**src/rtl/ra_lcb_mphase.sv**
```systemverilog
// Multi-phase local clock buffer: aligns a phase counter to the array-cycle sync
// pulse, qualifies lock, and emits one-hot maskable strobes with slip diagnostics.
module ra_lcb_mphase #(
    parameter int PHASES   = 2,
    parameter int LOCK_CNT = 2,
    parameter int PW       = (PHASES > 1) ? $clog2(PHASES) : 1
) (
    input  logic              clk,
    input  logic              reset,
    input  logic              sync_in,
    input  logic [PHASES-1:0] cfg_phase_en,
    output logic [PHASES-1:0] strobe,
    output logic [PW-1:0]     phase,
    output logic              locked,
    output logic              slip_err,
    output logic [7:0]        slip_cnt
);

    typedef enum logic [1:0] {
        ST_ALIGN,
        ST_VERIFY,
        ST_LOCKED
    } state_t;

    localparam logic [PW-1:0] LAST = PW'(PHASES - 1);

    state_t              state_q, state_d;
    logic [PW-1:0]       phase_q, phase_d;
    logic [3:0]          good_q, good_d;
    logic [PHASES-1:0]   en_q, en_d;
    logic                slip_err_q, slip_err_d;
    logic [7:0]          slip_cnt_q, slip_cnt_d;

    logic [PW-1:0]       phase_inc;
    logic                at_zero;

    always_ff @(posedge clk) begin
        if (reset) begin
            state_q    <= ST_ALIGN;
            phase_q    <= '0;
            good_q     <= '0;
            en_q       <= '0;
            slip_err_q <= 1'b0;
            slip_cnt_q <= '0;
        end else begin
            state_q    <= state_d;
            phase_q    <= phase_d;
            good_q     <= good_d;
            en_q       <= en_d;
            slip_err_q <= slip_err_d;
            slip_cnt_q <= slip_cnt_d;
        end
    end

    always_comb begin
        state_d    = state_q;
        phase_d    = phase_q;
        good_d     = good_q;
        en_d       = en_q;
        slip_err_d = 1'b0;
        slip_cnt_d = slip_cnt_q;
        phase_inc  = (phase_q == LAST) ? '0 : phase_q + PW'(1);
        at_zero    = (phase_q == '0);

        // Enable mask only changes at the array-cycle boundary while locked
        if (state_q != ST_LOCKED || phase_q == LAST) begin
            en_d = cfg_phase_en;
        end

        case (state_q)
            ST_ALIGN: begin
                if (sync_in) begin
                    phase_d = PW'(1);
                    good_d  = 4'd1;
                    state_d = (LOCK_CNT == 1) ? ST_LOCKED : ST_VERIFY;
                end
            end
            ST_VERIFY: begin
                if (sync_in && at_zero) begin
                    phase_d = phase_inc;
                    if (good_q != 4'hF) begin
                        good_d = good_q + 4'd1;
                    end
                    if (int'(good_q) + 1 >= LOCK_CNT) begin
                        state_d = ST_LOCKED;
                    end
                end else if (sync_in) begin
                    phase_d = PW'(1);
                    good_d  = 4'd1;
                end else if (at_zero) begin
                    state_d = ST_ALIGN;
                    phase_d = '0;
                    good_d  = '0;
                end else begin
                    phase_d = phase_inc;
                end
            end
            ST_LOCKED: begin
                if (sync_in && at_zero) begin
                    phase_d = phase_inc;
                end else if (sync_in || at_zero) begin
                    slip_err_d = 1'b1;
                    if (slip_cnt_q != '1) begin
                        slip_cnt_d = slip_cnt_q + 8'd1;
                    end
                    if (sync_in) begin
                        state_d = ST_VERIFY;
                        phase_d = PW'(1);
                        good_d  = 4'd1;
                    end else begin
                        state_d = ST_ALIGN;
                        phase_d = '0;
                        good_d  = '0;
                    end
                end else begin
                    phase_d = phase_inc;
                end
            end
            default: begin
                state_d = ST_ALIGN;
                phase_d = '0;
                good_d  = '0;
            end
        endcase
    end

    always_comb begin
        strobe = '0;
        for (int unsigned p = 0; p < PHASES; p++) begin
            strobe[p] = (state_q == ST_LOCKED) && (phase_q == PW'(p)) && en_q[p] && !reset;
        end
    end

    assign phase    = phase_q;
    assign locked   = (state_q == ST_LOCKED);
    assign slip_err = slip_err_q;
    assign slip_cnt = slip_cnt_q;

endmodule

```
**config.mk**
```make
export PLATFORM = sky130hd
export DESIGN_NAME = ra_lcb_mphase
export DESIGN_NICKNAME = d
export VERILOG_FILES = /design/src/rtl/ra_lcb_mphase.sv
export SDC_FILE = /design/constraint.sdc
export NUM_CORES = 1
export LEC_CHECK = 0
export BUFFER_PORTS_ARGS = -buffer_cell sky130_fd_sc_hd__buf_4
export CORE_UTILIZATION = 45
export DETAILED_ROUTE_END_ITERATION = 6
export PLACE_DENSITY = 0.72
export SYNTH_ARGS = -nofsm -noshare
export SYNTH_HDL_FRONTEND = slang
export SYNTH_SLANG_ARGS = --single-unit
```
**constraint.sdc**
```tcl
create_clock -name clk -period 1.6 [get_ports clk]
set_clock_uncertainty 0.1 [all_clocks]
set_input_delay 0.16 -clock clk [delete_from_list [all_inputs] [get_ports clk]]
set_output_delay 0.16 -clock clk [all_outputs]
set_load 0.01 [all_outputs]
```
# After elaboration in Yosys (flattened, before gate mapping)
# Index checks and enable logic that the tools add are counted.
totals:
  ff_bits: 18
  in_bits: 5
classes:
  addsub: 4
  order_cmp: 1
  n_eq_ne: 13
  mux: 28
  n_bitwise: 3
  reduce_logical: 15
ops:
  columns: ["operator", "n"]
  rows:
  - ["$mux W4", 7]
  - ["$mux W2", 7]
  - ["$ne A3 B3 Y1 const B", 4]
  - ["$pmux W4 S3", 1]
  - ["$mux W1", 11]
  - ["$add A8 B1 Y8 const B", 1]
  - ["$ne A4 B4 Y1 const B", 2]
  - ["$ne A8 B8 Y1 const B", 1]
  - ["$logic_and A1 B1 Y1", 7]
  - ["$ne A2 B2 Y1 const B", 3]
  - ["$pmux W2 S3", 1]
  - ["$reduce_and A6 Y1", 1]
  - ["$add A4 B1 Y5 const B", 1]
  - ["$ge A5 B2 Y1 const B", 1]
  - ["$reduce_and A5 Y1", 1]
  - ["$add A4 B1 Y4 const B", 1]
  - ["$reduce_and A4 Y1", 1]
  - ["$not A1 Y1", 3]
  - ["$pmux W1 S3", 1]
  - ["$reduce_or A3 Y1", 1]
  - ["$eq A2 B1 Y1 const B", 1]
  - ["$eq A2 B2 Y1 const B", 1]
  - ["$logic_not A2 Y1", 1]
  - ["$logic_or A1 B1 Y1", 2]
  - ["other kinds (3)", 3]

# Longest topological paths before layout
# Gate-level depths: netlist of run 1.
depth:
  ltp_word: 6
  depth_mapped: 6
  depth_no_buf: 6

# Worst setup path after synthesis of run 1
# Ideal clock, no wire load.
synth_path:
  kind: "register -> register"
  from: "register phase_q (netlist: phase)"
  to: "register good_q[1]"
  t_arrival_ns: 1.555
  required_time_ns: 1.379
  path_slack_ns: -0.176
  stages_incl_launch_ff: 6
  path_buffers: 1
  cell_sequence: "dfxtp_1 -> buf_4 -> inv_1 -> maj3_1 -> o22ai_1 -> mux2_2"
synth_via:
  elab_chain_len: 4
synth_rtl:
  columns: ["item", "line_no", "text"]
  rows:
  - ["start, declared", "28", "logic [PW-1:0] phase_q, phase_d;"]
  - ["start signal, assigned", "47", "phase_q <= phase_d;"]
  - ["$not A1 Y1", "63", "at_zero = (phase_q == '0);"]
  - ["$logic_and A1 B1 Y1 or $logic_or A1 B1 Y1 (tied branches)", "79, 99, 101", null]
  - ["$ne A4 B4 Y1 (no line) (tied with other cells)", null, null]
  - ["$reduce_and A5 Y1 (no line) or $pmux W4 S3 (tied branches)", null, null]
  - ["end signal, assigned", "48", "good_q <= good_d;"]
  - ["end, declared", "29", "logic [3:0] good_q, good_d;"]
# Parallel ways exist; a longest one is shown, timed or not.
# A chain may end at the register's enable or synchronous reset.

# Worst setup path in the final report of run 1
layout_path:
  from: "register slip_cnt_q[1] (netlist: slip_cnt[1])"
  to: "register slip_cnt_q[4] (netlist: slip_cnt[4])"
layout_via:
  elab_chain_len: 2
layout_rtl:
  columns: ["item", "line_no", "text"]
  rows:
  - ["start, declared", "32", "logic [7:0] slip_cnt_q, slip_cnt_d;"]
  - ["start signal, assigned", "51", "slip_cnt_q <= slip_cnt_d;"]
  - ["parallel branches: the longest is 2 deep, another holds $add A8 B1 Y8", null, null]
# Parallel ways; which one is timed is not known.

==> results of run 1 <==
## placed cells by master (no fill, tap or decap), types with 2 or more instances in the layout
cell	count
nor2_1	10
o21ai_0	7
nor2b_1	2
nand2b_1	4
o2111ai_4	2
clkbuf_4	3
o31ai_1	2
buf_4	41
ha_4	3
nand3_1	3
or3_1	4
xor2_1	3
a21oi_1	10
dfxtp_2	3
mux2_4	3
buf_6	4
inv_1	3
nand2_1	5
nor3_1	3
mux2i_1	2
dfxtp_1	11
dfxtp_4	4
a31oi_1	2
nand2b_4	2
## through the flow
step                      setup TNS, ns  setup WS (ns)  hold WS, ns
final                            -0.288        -0.0775       0.0457
after global routing             -0.909         -0.137       0.0821
after CTS                       -0.0338        -0.0262       0.0268
after detailed placement         -0.298        -0.0614        0.341
after global placement          -0.0567        -0.0275        0.336
after floorplan                       0        0.00275        0.221
## routing by layer
layer | up-vias | share of wire
li1 | 536 | -
met1 | 548 | 0.41
met2 | 35 | 0.51
met3 | 14 | 0.034
met4 | 0 | 0.037
met5 | - | 0
## power breakdown
| part | total, mW | switching [mW] | leakage [nW] | internal, mW |
|---|---|---|---|---|
| logic | 0.227 | 0.114 | 0.464 | 0.113 |
| registers | 0.475 | 0.0163 | 0.150 | 0.459 |
| clock network | 0.285 | 0.147 | 0.0210 | 0.138 |
## repair_timing
item,CTS,global route
buffers inserted,1,5
gates cloned,1,0
hold buffers,0,0
gates resized for setup,14,28
setup endpoints to repair,13,14
pin swaps,3,16
## final cells by class
cell class	count	area [um2]	area share
well taps	27	33.8	0.0203
repair buffers	45	353	0.212
multi-input cells	93	841	0.505
flip-flops and latches	18	379	0.228
clock buffers	4	36.3	0.0218
inverters	5	21.3	0.0128
## registers in the layout, summed over array words and instances, names as in the netlist
| signal | count |
|---|---|
| state_q | 2 |
| slip_cnt | 8 |
| en_q | 2 |
| good_q | 4 |
| phase | 1 |
| slip_err | 1 |
## cells by family after synthesis
group	Yosys count	share of synthesized area
fa+ha+maj	4	0.0461
mux	6	0.0618
compound gates	31	0.204
xor+xnor	4	0.0339
simple gates	47	0.251
flops	18	0.349
buf+inv	12	0.0545
## worst max-delay path by stage
stage / start / endpoint / depth (start not counted)
4_1_cts: state_q[0] / strobe[0] / 4
3_5_place_dp: state_q[1] / slip_cnt[7] / 4
3_3_place_gp: state_q[1] / slip_cnt[7] / 4
2_1_floorplan: phase / good_q[1] / 5
5_1_grt: slip_cnt[2] / slip_cnt[1] / 5
6_report: slip_cnt[1] / slip_cnt[4] / 6
## worst min-delay path: cells and delay by family
family / cells / cell delay (ns)
AOI/OAI and AO/OA: 2 / 0.13
buffers and inverters: 1 / 0.10
==> results by group, run 1 <==
Run status
  – Status: complete, but fails checks
  – Failing checks: negative setup slack

Global route
  – Met2 global-route usage: 0.435
  – Initial antenna violation count: 0
  – First-pass GRT wire length: 4.71 mm
  – Number of global-route vias before repair: 1063
  – Pin count of the biggest net entering global routing: 24
  – Global route hottest layer: met2
  – GRT met3 Usage: 0.0401
  – GR Util All Layers: 0.242
  – Grt ovf: 0
  – Met1 GRT Util: 0.294

Synthesis
  – Synth area leaders: dfxtp_1, a21oi_1, nand2b_1
  – Top_reg_cell synth: dfxtp_1
  – Net Count, Synth: 130
  – Mapped cell area: between 1000 and 1500 um2
  – Count leader, synth: dfxtp_1
  – Area leader, netlist: dfxtp_1
  – Post-synth ARST share: 0
  – EDFF count, synth: 0
  – Ys Warns: 0
  – Cells after synthesis: between 100 and 150
  – Post-synthesis sequential area ratio: 0.349
  – Post-synth top area share: 0.349
  – Most instantiated cells after synthesis: dfxtp_1, a21oi_1, nor2_1, nand2b_1, o21ai_0
  – Synth unique cells: 39
  – Synthesized flop and latch total: 18
  – Post-Syn Area per Cell: approximately 8.5 um2

Worst setup path
  – RR Endpoint: slip_cnt[4]
  – Data arrival time of the worst path: 1.81 ns
  – CP delay by family, top: simple AND/OR/NAND/NOR gates
  – Crit Path Max Fanout: 4
  – CP max stage cell: or3_1
  – Reg2reg start: slip_cnt[1]
  – Crit Path Category: reg -> reg
  – WP buf/inv: 1
  – Worst R2R Setup Slack: -0.08 ns
  – Slowest Stage Delay on Critical Path: around 0.4 ns
  – Required time of the critical path: about 1.7 ns
  – Worst path cell trace: ha_4 -> nand4_1 -> buf_4 -> o2111ai_4 -> or3_1 -> a21oi_1
  – R2R cell count: 6
  – Crit path capture type: register
  – Worst Setup Start Kind: register

Finish
  – N_diodes: 0
  – Area Growth Syn to Fin: 61.2%
  – Fin cells: 192
  – Fill count: 117
  – Share of layout cells above drive strength 1: 0.509
  – Fin area: ~1700 um2
  – Fin nets: about 170
  – Utilization after layout: 0.807

Floorplan
  – Starting Density: 0.501
  – Top-Level Pins: 18
  – Core Area: 2060 um2
  – Die area: ~2500 um2
  – Row cnt: 16
  – Die height: roughly 50 um
  – Die X: 49.9 um

Placed design
  – Port buffer count: 17
  – Placed Instances: 181
  – Dpl hpwl: around 1.7 mm
  – DP Area: 1340 um2
  – GPL Wtd Cong: ~0.83

CTS
  – CTS clk-pin slew, worst paths: 0.11 ns
  – Number of buffers created by CTS: 3
  – CTS tree: built
  – Worst-skew pair later-pin latency: just under 0.3 ns
  – Clk buf depth: 2
  – H-tree levels: 1
  – TritonCTS sink count: 18
  – Clk root buf: clkbuf_4

Timing
  – RSZ-0062 raised after global routing: yes
  – Tcrit/Tclk final: 1.05
  – Slew of the pin with the lowest slew margin: roughly 0.37 ns
  – Clock period minus worst slack: between 1.5 and 2 ns
  – Final hold violation count: 0
  – Maximum clock frequency: a little under 600 MHz
  – Final WS setup: -0.0775 ns
  – Slew Limit Headroom: 0.753
  – Setup-failing EPs final: 7
  – Max Transition Viols Final: 0

Detailed routing
  – WL final: about 3 mm
  – Remaining antenna violation count: 0
  – Via Count: 1133
  – Initial DRT Pass Iterations: 4
  – DRC: 0
  – Wirelength per Cell: 15.5 um
  – DR vias/cell: roughly 6
  – First-iteration detailed-routing DRC count: 31

Flow run
  – # Max-Cap Violations: 0

Hold path
  – Min-Delay Path Class: in -> reg
  – Hold path cells: 3
  – HP Start: cfg_phase_en[0]
  – Hold Path Sink: en_q[0]

Pwr
  – Total chip power: ~0.99 mW
  – Cell Pwr Density: a little under 600 nW/um2
  – Peak VDD IR: ~450 uV
  – Leakage power: 0.636 nW
(Power assumes the default switching activity.)
==> run 2, diff against run 1 <==
--- a/config.mk
+++ b/config.mk
@@ -9,6 +9,7 @@
 export CORE_UTILIZATION = 45
 export DETAILED_ROUTE_END_ITERATION = 6
 export PLACE_DENSITY = 0.72
+export REMOVE_ABC_BUFFERS = 1
 export SYNTH_ARGS = -nofsm -noshare
 export SYNTH_HDL_FRONTEND = slang
 export SYNTH_SLANG_ARGS = --single-unit
==> run 2 against run 1 <==
  * The flow still finishes with violations (negative setup slack)
  * Die area unchanged
  * Flip-flop and latch count unchanged
  * Power increased by 1.2%
  * Critical path type unchanged
  * Largest power group unchanged
==> results by group, run 2 (same netlist as run 1, synthesis figures left out) <==
Run status
  – Status: complete, but fails checks
  – Failing checks: negative setup slack

Global route
  – GR Util All Layers: 0.247 (+0.00499)
  – Met2 global-route usage: 0.412 (-0.0225)
  – Global route hottest layer: met2
  – First-pass GRT wire length: 4.66 mm (-1.0%)
  – Number of global-route vias before repair: 1070 (+0.66%)
  – Met1 GRT Util: 0.292 (-0.00242)
  – Initial antenna violation count: 0 (unchanged)
  – GRT met3 Usage: 0.0370 (-0.00309)
  – Grt ovf: 0 (unchanged)
  – Pin count of the biggest net entering global routing: 24 (unchanged)

Floorplan
  – Die height: 49.9 um (unchanged)
  – Row cnt: 16 (unchanged)
  – Top-Level Pins: 18 (unchanged)
  – Die X: 49.9 um (unchanged)
  – Core Area: 2060 um2 (unchanged)
  – Starting Density: 0.501 (unchanged)
  – Die area: 2490 um2 (unchanged)

Pwr
  – Switching Fraction: 0.289 (+0.00873)
  – Sw Pwr: 0.289 mW (+4.3%)
  – Reg power frac: 0.476 (-0.005)
  – Comb power frac: 0.219 (-0.011)
  – Cell Pwr Density: 607 nW/um2 (+2.3%)
  – Clock power frac: 0.305 (+0.016)
  – Leakage power: 0.631 nW (-0.76%)
  – Pint: 0.710 mW (about the same)
  – Peak VDD IR: 583 uV (+28%)

Worst setup path
  – Worst path cell trace: ha_4 -> nand4_1 -> buf_4 -> o2111ai_4 -> or3_4 -> a21oi_2
  – Crit path capture type: register
  – Required time of the critical path: 1.75 ns (+0.02 ns)
  – Crit Path Category: reg -> reg
  – Worst Setup Start Kind: register
  – Slowest Stage Delay on Critical Path: 0.41 ns (about the same)
  – Crit Path Max Fanout: 4 (unchanged)
  – Data arrival time of the worst path: 1.80 ns (about the same)
  – Critical path launch point: slip_cnt[1]
  – CP max stage cell: or3_4
  – Reg2reg start: slip_cnt[1]

Timing
  – Max Transition Viols Final: 0 (unchanged)
  – Clock period minus worst slack: 1.65 ns (-0.0265 ns)
  – Worst hold margin: 0.0249 ns (-0.0208 ns)
  – Final hold violation count: 0 (unchanged)
  – Slew Limit Headroom: 0.740 (-0.0130)
  – Final WS setup: -0.0509 ns (+0.0265 ns)
  – Setup-failing EPs final: 6 (-1)
  – RSZ-0062 raised after global routing: yes
  – Final TNS setup: -0.223 ns (+0.0654 ns)
  – Maximum clock frequency: 606 MHz (+1.6%)
  – Slew of the pin with the lowest slew margin: 0.384 ns (+0.0190 ns)
  – Tcrit/Tclk final: 1.03 (-0.0166)

CTS
  – Clk buf depth: 2 (unchanged)
  – Post-CTS Hold Buffers: 0 (unchanged)
  – H-tree levels: 1 (unchanged)
  – CTS clk-pin slew, worst paths: 0.12 ns (about the same)
  – Worst-skew pair later-pin latency: 0.30 ns (about the same)
  – CTS tree: built
  – TritonCTS sink count: 18 (unchanged)
  – Clk root buf: clkbuf_4
  – Number of buffers created by CTS: 3 (unchanged)

Detailed routing
  – First-iteration detailed-routing DRC count: 13 (-58%)
  – DRC: 0 (unchanged)
  – WL final: 3.04 mm (+2.4%)
  – DR vias/cell: 5.79 (-2.0%)
  – Via Count: 1105 (-2.5%)
  – Wirelength per Cell: 15.9 um (+2.9%)
  – Initial DRT Pass Iterations: 4 (unchanged)
  – Remaining antenna violation count: 0 (unchanged)

Hold path
  – HP Start: cfg_phase_en[0]
  – Min-Delay Path Class: in -> reg

Finish
  – Fin nets: 173 (-0.57%)
  – Max reg flops: 8 (unchanged)
  – Fin cells: 191 (-0.52%)
  – N_diodes: 0 (unchanged)
  – Most common cell after layout, fill and taps aside: buf_4
  – Share of layout cells above drive strength 1: 0.543 (+0.0336)
  – Most frequent cells in the layout: buf_4, dfxtp_1, nor2_1, a21oi_1, o21ai_0
  – Area Growth Syn to Fin: 59.4%

Placed design
  – Port buffer count: 17 (unchanged)
  – Dpl hpwl: 1.73 mm (-0.14%)
  – GPL Wtd Cong: 0.819 (-1.8%)
  – Placed Instances: 183 (+1.1%)

Flow run
  – # Max-Cap Violations: 0 (unchanged)
## run 2: cell types whose count changed in the layout (fill, tap and decap cells not counted), sizes merged
cell  delta
buf      -1
## run 2: worst max-delay path: cells and delay by family, from the launching register on
family,cells,cell delay (ns)
AOI/OAI and AO/OA,2,0.24
adders and majority gates,1,0.16
buffers and inverters,1,0.17
DFF,1,0.36
and+or+nand+nor,2,0.57
## run 2: routing by layer
layer	vias up	wire length [um]
met2	36	1620
met3	13	90
met4	0	114
li1	533	-
met1	523	1220
met5	-	0
## run 2: power groups by stage
stage	clock (mW)	sequential, mW	combinational, mW
final	0.304	0.476	0.219
after global routing	0.326	0.478	0.234
after CTS	0.302	0.476	0.184
after detailed placement	0	0.484	0.160
after global placement	0	0.483	0.155
after floorplan	0	0.492	0.0712
## run 2: final timing paths
| path | endpoint | slack (ns) | depth (start not counted) |
|---|---|---|---|
| setup / recovery | slip_cnt[4] | -0.05 | 6 |
| hold / removal | en_q[0] | 0.02 | 3 |
| setup reg to reg | slip_cnt[4] | -0.05 | 6 |
| hold reg to reg | en_q[0] | 0.37 | 2 |
## run 2: through the flow
| stage | total power [mW] | util | area [um2] | worst slack (ns) |
|---|---|---|---|---|
| floorplan | 0.563 | - | 995 | -0.195 |
| global placement | 0.639 | 0.648 | 1340 | -0.109 |
| detailed placement | 0.644 | 0.648 | 1340 | -0.153 |
| CTS | 0.962 | 0.739 | 1520 | -0.0300 |
| global route | 1.04 | 0.798 | 1650 | -0.128 |
| finish | 0.999 | 0.798 | 1650 | -0.0509 |
## run 2: final cells by class
cell class              instances  area (um2)
flip-flops and latches         18         379
clock buffers                   4        36.3
well taps                      27        33.8
fillers                       133         417
repair buffers                 44         345
inverters                       5        21.3
multi-input cells              93         830
## run 2: what timing repair did
| action | in CTS | in global routing |
|---|---|---|
| cloned | 1 | 0 |
| pin swaps | 10 | 17 |
| resized for setup | 26 | 27 |
| hold endpoints to repair | 0 | 0 |
| endpoints found under the setup margin | 12 | 16 |
| setup buffers | 6 | 1 |
